<file path="src/rtl/vdp_color_palette.sv">
// VDP color palette: 16-entry 9-bit palette with the two-byte R#16 / port #2
// write sequence, pixel source selection (palette, backdrop, SCREEN8 GRB332)
// and a two-stage pipeline that expands the result to 5 bits per channel.
module vdp_color_palette (
    input  logic       clk,
    input  logic       reset,
    input  logic       palette_index_write,
    input  logic [3:0] palette_index,
    input  logic       palette_data_write,
    input  logic [7:0] palette_data,
    input  logic       pixel_valid,
    input  logic       pixel_active,
    input  logic [7:0] screen_mode_display_color,
    input  logic [3:0] sprite_display_color,
    input  logic       sprite_display_color_en,
    input  logic [4:0] reg_screen_mode,
    input  logic       reg_display_on,
    input  logic       reg_color0_opaque,
    input  logic [7:0] reg_backdrop_color,
    output logic [4:0] vdp_r,
    output logic [4:0] vdp_g,
    output logic [4:0] vdp_b,
    output logic       vdp_valid
);

    typedef enum logic {FIRST, SECOND} wr_state_t;

    wr_state_t  state_q, state_d;
    logic [3:0] idx_q, idx_d;
    logic [2:0] lat_r_q, lat_r_d;
    logic [2:0] lat_b_q, lat_b_d;
    logic       commit;
    logic [8:0] pal_q [16];

    // Bits 7 and 3 of the data byte carry no palette information.
    logic unused_data_bits;
    assign unused_data_bits = ^{palette_data[7], palette_data[3]};

    // Power-on palette, stored as {R, G, B} octal digits.
    function automatic logic [8:0] default_entry(input logic [3:0] i);
        case (i)
            4'd0:    return 9'o000;
            4'd1:    return 9'o000;
            4'd2:    return 9'o161;
            4'd3:    return 9'o373;
            4'd4:    return 9'o117;
            4'd5:    return 9'o237;
            4'd6:    return 9'o511;
            4'd7:    return 9'o267;
            4'd8:    return 9'o711;
            4'd9:    return 9'o733;
            4'd10:   return 9'o661;
            4'd11:   return 9'o664;
            4'd12:   return 9'o141;
            4'd13:   return 9'o625;
            4'd14:   return 9'o555;
            default: return 9'o777;
        endcase
    endfunction

    // 3-bit to 5-bit channel expansion by bit replication.
    function automatic logic [4:0] expand3(input logic [2:0] v);
        return {v, v[2:1]};
    endfunction

    // 2-bit to 5-bit channel expansion by bit replication.
    function automatic logic [4:0] expand2(input logic [1:0] b);
        return {b, b, b[1]};
    endfunction

    // Write sequencer next state; an index write always wins and drops the data byte.
    always_comb begin
        state_d = state_q;
        idx_d   = idx_q;
        lat_r_d = lat_r_q;
        lat_b_d = lat_b_q;
        commit  = 1'b0;
        if (palette_index_write) begin
            idx_d   = palette_index;
            state_d = FIRST;
        end else if (palette_data_write) begin
            if (state_q == FIRST) begin
                lat_r_d = palette_data[6:4];
                lat_b_d = palette_data[2:0];
                state_d = SECOND;
            end else begin
                commit  = 1'b1;
                idx_d   = idx_q + 4'd1;
                state_d = FIRST;
            end
        end
    end

    // Write sequencer state register; reset discards any half-written entry.
    always_ff @(posedge clk) begin
        if (reset) begin
            state_q <= FIRST;
            idx_q   <= 4'd0;
            lat_r_q <= 3'd0;
            lat_b_q <= 3'd0;
        end else begin
            state_q <= state_d;
            idx_q   <= idx_d;
            lat_r_q <= lat_r_d;
            lat_b_q <= lat_b_d;
        end
    end

    // Palette storage; a commit becomes visible to lookups on the following cycle.
    always_ff @(posedge clk) begin
        if (reset) begin
            for (int i = 0; i < 16; i++) begin
                pal_q[i] <= default_entry(4'(i));
            end
        end else if (commit) begin
            pal_q[idx_q] <= {lat_r_q, palette_data[2:0], lat_b_q};
        end
    end

    // ---- Stage 1: pixel source selection and palette read ----
    logic       is_s8;
    logic       blank;
    logic       use_direct;
    logic [3:0] sel_idx;
    logic [7:0] direct_c;
    logic [8:0] pix_p1_d;

    logic       vld_p1_q;
    logic       direct_p1_q;
    logic [8:0] pix_p1_q;

    assign is_s8 = (reg_screen_mode == 5'b11100);
    assign blank = !reg_display_on || !pixel_active;

    // Choose a palette index or, in SCREEN8, a direct GRB332 color.
    always_comb begin
        sel_idx    = screen_mode_display_color[3:0];
        use_direct = 1'b0;
        direct_c   = reg_backdrop_color;
        if (is_s8) begin
            if (blank) begin
                use_direct = 1'b1;
            end else if (sprite_display_color_en) begin
                sel_idx = sprite_display_color;
            end else if (screen_mode_display_color == 8'h00 && !reg_color0_opaque) begin
                use_direct = 1'b1;
            end else begin
                use_direct = 1'b1;
                direct_c   = screen_mode_display_color;
            end
        end else begin
            if (blank) begin
                sel_idx = reg_backdrop_color[3:0];
            end else if (sprite_display_color_en) begin
                sel_idx = sprite_display_color;
            end else if (screen_mode_display_color[3:0] == 4'd0 && !reg_color0_opaque) begin
                sel_idx = reg_backdrop_color[3:0];
            end
        end
        pix_p1_d = use_direct ? {1'b0, direct_c} : pal_q[sel_idx];
    end

    // Stage 1 register; data only moves with a valid pixel.
    always_ff @(posedge clk) begin
        if (reset) begin
            vld_p1_q <= 1'b0;
        end else begin
            vld_p1_q <= pixel_valid;
        end
        if (pixel_valid) begin
            direct_p1_q <= use_direct;
            pix_p1_q    <= pix_p1_d;
        end
    end

    // ---- Stage 2: channel expansion and output register ----
    logic [4:0] r_p2_d, g_p2_d, b_p2_d;
    logic [4:0] vdp_r_q, vdp_g_q, vdp_b_q;
    logic       vld_p2_q;

    // Direct colors are GRB332; palette entries are RGB333.
    always_comb begin
        if (direct_p1_q) begin
            r_p2_d = expand3(pix_p1_q[4:2]);
            g_p2_d = expand3(pix_p1_q[7:5]);
            b_p2_d = expand2(pix_p1_q[1:0]);
        end else begin
            r_p2_d = expand3(pix_p1_q[8:6]);
            g_p2_d = expand3(pix_p1_q[5:3]);
            b_p2_d = expand3(pix_p1_q[2:0]);
        end
    end

    // Output register; RGB holds its last value between valid pixels.
    always_ff @(posedge clk) begin
        if (reset) begin
            vld_p2_q <= 1'b0;
            vdp_r_q  <= 5'd0;
            vdp_g_q  <= 5'd0;
            vdp_b_q  <= 5'd0;
        end else begin
            vld_p2_q <= vld_p1_q;
            if (vld_p1_q) begin
                vdp_r_q <= r_p2_d;
                vdp_g_q <= g_p2_d;
                vdp_b_q <= b_p2_d;
            end
        end
    end

    assign vdp_r     = vdp_r_q;
    assign vdp_g     = vdp_g_q;
    assign vdp_b     = vdp_b_q;
    assign vdp_valid = vld_p2_q;

endmodule

</file>
<file path="config.mk">
export PLATFORM = sky130hd
export DESIGN_NAME = vdp_color_palette
export DESIGN_NICKNAME = d
export VERILOG_FILES = /design/src/rtl/vdp_color_palette.sv
export SDC_FILE = /design/constraint.sdc
export NUM_CORES = 1
export LEC_CHECK = 0
export CAP_MARGIN = 20
export CORE_ASPECT_RATIO = 1.5
export CORE_UTILIZATION = 60
export CTS_BUF_LIST = sky130_fd_sc_hd__clkbuf_4 sky130_fd_sc_hd__clkbuf_8
export DETAILED_ROUTE_END_ITERATION = 10
export PLACE_DENSITY_LB_ADDON = 0.12
export SYNTH_ARGS = -nofsm -noshare
export SYNTH_HDL_FRONTEND = slang
export SYNTH_SLANG_ARGS = --single-unit
</file>
<file path="constraint.sdc">
create_clock -name clk -period 3.6 [get_ports clk]
set_input_delay 0.72 -clock clk [delete_from_list [all_inputs] [get_ports clk]]
set_output_delay 0.72 -clock clk [all_outputs]
set_load 0.02 [all_outputs]
</file>
==> impl_metrics.json, run 1 <==
{
  "status": "finished, final reports clean",
  "fp.dieArea_mm2": 0.0149,
  "synth.avg_cell_area_um2": 10.9,
  "grt_max_degree": 41,
  "hold_path_class": "flip-flop to flip-flop",
  "clock.fmax_mhz": 319,
  "synth_compound_area_frac": 0.0858,
  "slew_viol_final": 0,
  "synth_warnings": 0,
  "drt_first_pass_iters": 6,
  "pin_count": 62,
  "fin_cells": 1054,
  "wl_um": 23000,
  "dp_hpwl_um": 15800,
  "fin_area_mm2": 0.00997,
  "crit_path_start_kind": "input pin",
  "post_cts_resized": 0,
  "dr.first_iter.drc_count": 730,
  "syn_inst": 792,
  "fin_crit_sh": 0.872,
  "hold_viol_final": 0,
  "syn-num-nets": 842,
  "peakVddDrop_v": 0.000245,
  "rsz0062_at_grt": "no",
  "synth_edf_count": 154,
  "clock_latency_ns": 0.48,
  "numCtsBuffers": 17,
  "yosysMostFrequentCell": "edfxtp_1",
  "yosys.area.top_type_share": 0.534,
  "synthMuxAreaShare": 0.0377,
  "synth_top_family_by_area": "simple AND/OR/NAND/NOR gates",
  "numClockSinks": 178,
  "syn_area_mm2": 0.00866,
  "leakagePower_uw": 0.00344,
  "first_global_vias": 6451,
  "critical_path.top_delay_family": "compound AO/OA/AOI/OAI gates",
  "start_util": 0.616,
  "worstPathCellList": "clkdlybuf4s50_1, or4_1, o21ai_1, a32oi_1, o21ai_1, nor2_1, a31oi_1, nand4_1",
  "ys_types": 58,
  "place_area_mm2": 0.00952,
  "die_x_um": 100,
  "drive_gt1_frac": 0.145,
  "core-area_mm2": 0.0141,
  "port-buffer-count": 59,
  "synthTopCellsByCount": "edfxtp_1 (154), nand2_1 (124), nor2_1 (58)",
  "worst-path-max-fanout": 6,
  "p_total_uw": 4510,
  "syn_to_final_growth_pct": 15.2,
  "grt_usage": 0.322,
  "tightestPinTransition_ns": 0.881,
  "hold_buffers": 0,
  "crit_path_frequent_cell": "o21ai_1",
  "dp.cells": 1022,
  "fin_skew_ns": 0.0227,
  "slowest_stage": "or4_1",
  "slowest_delay_ns": 0.56,
  "place.gp.congestion": 0.892,
  "critPathArrivalTime_ns": 3.33,
  "critical_path_class": "input pin to flip-flop",
  "async_reset_ff_frac": 0,
  "fin_util": 0.709,
  "end_kind": "flip-flop",
  "max-slew-margin-rel": 0.411,
  "wl_per_cell_um": 21.8,
  "ctsLongestPathBuffers": 2,
  "yosysSeqAreaShare": 0.590,
  "dieHeight_um": 149,
  "synthTopCellsByArea": "edfxtp_1 (53%), dfxtp_1 (5.5%), nand2_1 (5.4%)",
  "synthAdderAreaFrac": 0.00578,
  "clkTransAtPathRegs_ns": 0.10,
  "htreeDepth": 4,
  "synthSimpleGateAreaFrac": 0.242,
  "cts_tree": "yes",
  "min_period_ns": 3.14,
  "setup_tns_ns": 0,
  "setup_viol": 0,
  "nNetsFinal": 899,
  "drv_cap": 0,
  "antenna_found_initial": 0,
  "vias": 6568,
  "power_density_mw_per_mm2": 452,
  "synth_flop_cell": "edfxtp_1",
  "ant_nets": 0,
  "rows": 53,
  "post-cts-setup-buffers": 0,
  "diodes": 0,
  "worst-path-buf-inv": 1,
  "gr-total-overflow": 0,
  "vias_per_cell": 6.23,
  "cp.required_ns": 3.79,
  "synth_xor_area_frac": 0.00303,
  "yosysTopAreaCell": "edfxtp_1",
  "ys_ff_latch": 178,
  "drc_errors": 0,
  "grt_pass1_wl_um": 34800,
  "cts-root-buf": "clkbuf_8"
}
-- per-layer routing --
metal / track usage / vias to the layer above / part of all wire
met2: 0.571 / 365 / 0.52
li1: - / 2966 / -
met5: 0 / - / 0
met1: 0.366 / 3152 / 0.36
met3: 0.0558 / 85 / 0.073
met4: 0.180 / 0 / 0.055
-- stage by stage --
step,setup slack (ns),hold WS (ns)
3_5_place_dp,0.0542,0.479
2_1_floorplan,0.699,0.501
5_1_grt,0.367,0.512
6_report,0.463,0.490
3_3_place_gp,0.0550,0.476
4_1_cts,0.509,0.492
-- cells in the final DEF, fill, tap and decap left out, types with 9 or more instances in the layout --
master and n:
a211oi_1 21, a21oi_1 19, a22oi_1 9, and2_1 45, and3_1 11, buf_4 29, clkbuf_8 17, clkdlybuf4s50_1 59
dfxtp_1 24, edfxtp_1 154, mux2i_1 30, nand2_1 124, nand2b_1 25, nand3_1 48, nor2_1 58, nor3_1 11
nor4_1 9, or2_2 52
-- power breakdown --
group,leakage (µW),internal [µW],switching [µW]
combinational,0.00167,244,353
clock,0.000231,781,774
sequential,0.00154,2300,57.2
total,0.00344,3320,1180
-- state kept, by name, summed over array words and instances, names as in the netlist, 3 cells and up --
signal / count
pix_p1_q: 9
vdp_r: 3
idx_q: 4
lat_r_q: 3
pal_q: 144
vdp_g: 3
lat_b_q: 3
vdp_b: 5
-- final cells by class --
class | count | area [µm²]
flip-flops and latches | 178 | 5100
fillers | 1046 | 4090
multi-input cells | 552 | 3240
repair buffers | 93 | 908
well taps | 192 | 240
clock buffers | 17 | 234
clock inverters | 15 | 218
inverters | 7 | 26.3
-- logic make-up after synthesis --
kind of cell / after synthesis
and+or+nand+nor: 415
buffers and inverters: 62
xor gates and xnor gates: 3
DFF: 178
muxes: 31
AOI/OAI and AO/OA: 99
adders and majority gates: 4
-- worst register-to-register path, stage by stage (launching register included) --
cell and delay, ns:
dfxtp_1 0.87, nor2b_1 0.38, nand3_1 0.38, nand2b_1 0.56
-- worst paths after layout --
check | slack, ns | cells past startpoint | end | from
max | 0.46 | 8 | pix_p1_q[0]$_DFFE_PP_ | screen_mode_display_color[0]
min | 0.49 | 2 | vdp_b[2]$_SDFFE_PP0P_ | vdp_b[2]$_SDFFE_PP0P_
max reg2reg | 1.05 | 3 | pal_q[9][8]$_SDFFCE_PN1P_ | idx_q[3]$_SDFFE_PP0P_
min reg2reg | 0.49 | 2 | vdp_b[2]$_SDFFE_PP0P_ | vdp_b[2]$_SDFFE_PP0P_
Note: power is estimated with default switching activity, not from simulation.
==> run 2: changes to the inputs <==
==> constraint.sdc (replaced) <==
create_clock -name clk -period 3.5 [get_ports clk]
set_input_delay 0.7 -clock clk [delete_from_list [all_inputs] [get_ports clk]]
set_output_delay 0.7 -clock clk [all_outputs]
set_load 0.02 [all_outputs]
==> impl_metrics.json, run 2 (synthesis results as in run 1) <==
{
  "htreeDepth": 4,
  "fp.dieArea_mm2": 0.0149,
  "pre_cts_ws_ns": 0.00538,
  "grt_pass1_wl_um": 34700,
  "ant_nets": 0,
  "cts_tree": "yes",
  "mostFrequentLayoutCells": "edfxtp_1 (154), nand2_1 (124), clkdlybuf4s50_1 (59)",
  "end_kind": "flip-flop",
  "clock.fmax_mhz": 321,
  "fill_cells": 1035,
  "critical_path_class": "input pin to flip-flop",
  "clock_latency_ns": 0.45,
  "multi_input_area_mm2": 0.00324,
  "drive_gt1_frac": 0.157,
  "vias": 6614,
  "setup_viol": 0,
  "gr-total-overflow": 0,
  "hold_buffers": 0,
  "largest_register_ffs": 144,
  "hold_path_class": "flip-flop to flip-flop",
  "dp_hpwl_um": 15800,
  "port-buffer-count": 59,
  "slowest_delay_ns": 0.59,
  "peakVddDrop_v": 0.000282,
  "worstPathCellList": "clkdlybuf4s50_1, or4_1, o22ai_2, o221ai_4, buf_12, mux2i_1, a22oi_1, a221oi_1, nand3_1",
  "leakagePower_uw": 0.00348,
  "drc_errors": 0,
  "fin_area_mm2": 0.0100,
  "worst-path-max-fanout": 19,
  "die_x_um": 100,
  "fin_skew_ns": 0.0164,
  "tightestPinTransition_ns": 0.882,
  "place_area_mm2": 0.00962,
  "rsz0062_at_grt": "no",
  "ctsLongestPathBuffers": 2,
  "critPathArrivalTime_ns": 3.30,
  "pin_count": 62,
  "regMostFlops": "pal_q",
  "syn_to_final_growth_pct": 16.0,
  "crit_path_start_kind": "input pin",
  "status": "finished, final reports clean",
  "post-cts-setup-buffers": 0,
  "drv_cap": 0,
  "place.gp.congestion": 0.921,
  "dieHeight_um": 149,
  "dr.first_iter.drc_count": 674,
  "numClockSinks": 178,
  "fin_crit_sh": 0.890,
  "antenna_found_initial": 0,
  "hold_viol_final": 0,
  "max-slew-margin-rel": 0.411,
  "drt_first_pass_iters": 5,
  "numCtsBuffers": 17,
  "cts-root-buf": "clkbuf_8",
  "diodes": 0,
  "first_global_vias": 6570,
  "rows": 53,
  "clkTransAtPathRegs_ns": 0.10,
  "grt_usage": 0.319,
  "power_density_mw_per_mm2": 450,
  "cp.required_ns": 3.68,
  "final_common_cell": "edfxtp_1",
  "post_cts_resized": 0,
  "wl_per_cell_um": 21.2,
  "slowest_stage": "or4_1",
  "slew_viol_final": 0,
  "grt_max_degree": 41,
  "min_period_ns": 3.11,
  "setup_tns_ns": 0,
  "register_area_mm2": 0.00510,
  "fin_ws_ns": 0.385,
  "wl_um": 22500,
  "nNetsFinal": 910,
  "start_util": 0.616,
  "vias_per_cell": 6.21,
  "core-area_mm2": 0.0141
}
## run 2: critical path, delay by kind of cell
kind / cells / cell delay (ns)
mux: 1 / 0.36
simple gates: 2 / 0.75
buf+inv: 2 / 0.61
compound gates: 4 / 0.86
## run 2: through the flow
step	std cells	hold WS, ns	util	power, µW
3_3_place_gp	1033	0.475	0.684	3070
5_1_grt	1065	0.532	0.714	4650
2_1_floorplan	792	0.501	-	2810
6_report	1065	0.493	0.714	4520
4_1_cts	1065	0.493	0.714	4510
3_5_place_dp	1033	0.479	0.684	3090
## run 2: metal layers
| layer | share of wire | vias to the layer above | routed length (µm) | track usage |
|---|---|---|---|---|
| li1 | - | 3000 | - | - |
| met5 | 0 | - | 0 | 0 |
| met3 | 0.074 | 89 | 1680 | 0.0609 |
| met1 | 0.34 | 3170 | 7780 | 0.346 |
| met2 | 0.51 | 355 | 11500 | 0.559 |
| met4 | 0.069 | 0 | 1550 | 0.221 |
## run 2: report_power, final
group          leakage, µW  internal, µW  total [µW]  switching [µW]
combinational      0.00173           267         632             365
clock             0.000217           669        1460             795
sequential         0.00154          2370        2420            56.9
total              0.00348          3300        4520            1220
## run 2: path summary, 6_finish.rpt
kind | from | to | slack (ns) | depth (start not counted)
max | reg_color0_opaque | pix_p1_q[1]$_DFFE_PP_ | 0.39 | 9
min | vdp_b[1]$_SDFFE_PP0P_ | vdp_b[1]$_SDFFE_PP0P_ | 0.49 | 2
max reg2reg | state_q$_SDFFE_PP0P_ | pal_q[12][8]$_SDFFCE_PN0P_ | 0.99 | 6
min reg2reg | vdp_b[1]$_SDFFE_PP0P_ | vdp_b[1]$_SDFFE_PP0P_ | 0.49 | 2
## run 2: area by class of cell
cell class | count | share of cell area
clock buffer | 17 | 0.0233
clock inverter | 15 | 0.0189
inverter | 7 | 0.00262
multi-input combinational | 552 | 0.323
sequential | 178 | 0.508
tap | 192 | 0.0239
timing repair buffer | 104 | 0.0999
==> run 3: changes to the inputs <==
--- a/config.mk
+++ b/config.mk
@@ -10,6 +10,7 @@
 export CORE_UTILIZATION = 60
 export CTS_BUF_LIST = sky130_fd_sc_hd__clkbuf_4 sky130_fd_sc_hd__clkbuf_8
 export DETAILED_ROUTE_END_ITERATION = 10
+export HOLD_SLACK_MARGIN = 0.1
 export PLACE_DENSITY_LB_ADDON = 0.12
 export SYNTH_ARGS = -nofsm -noshare
 export SYNTH_HDL_FRONTEND = slang
==> results of run 3 <==
Final layout, timing and power as in run 2 (identical DEF).
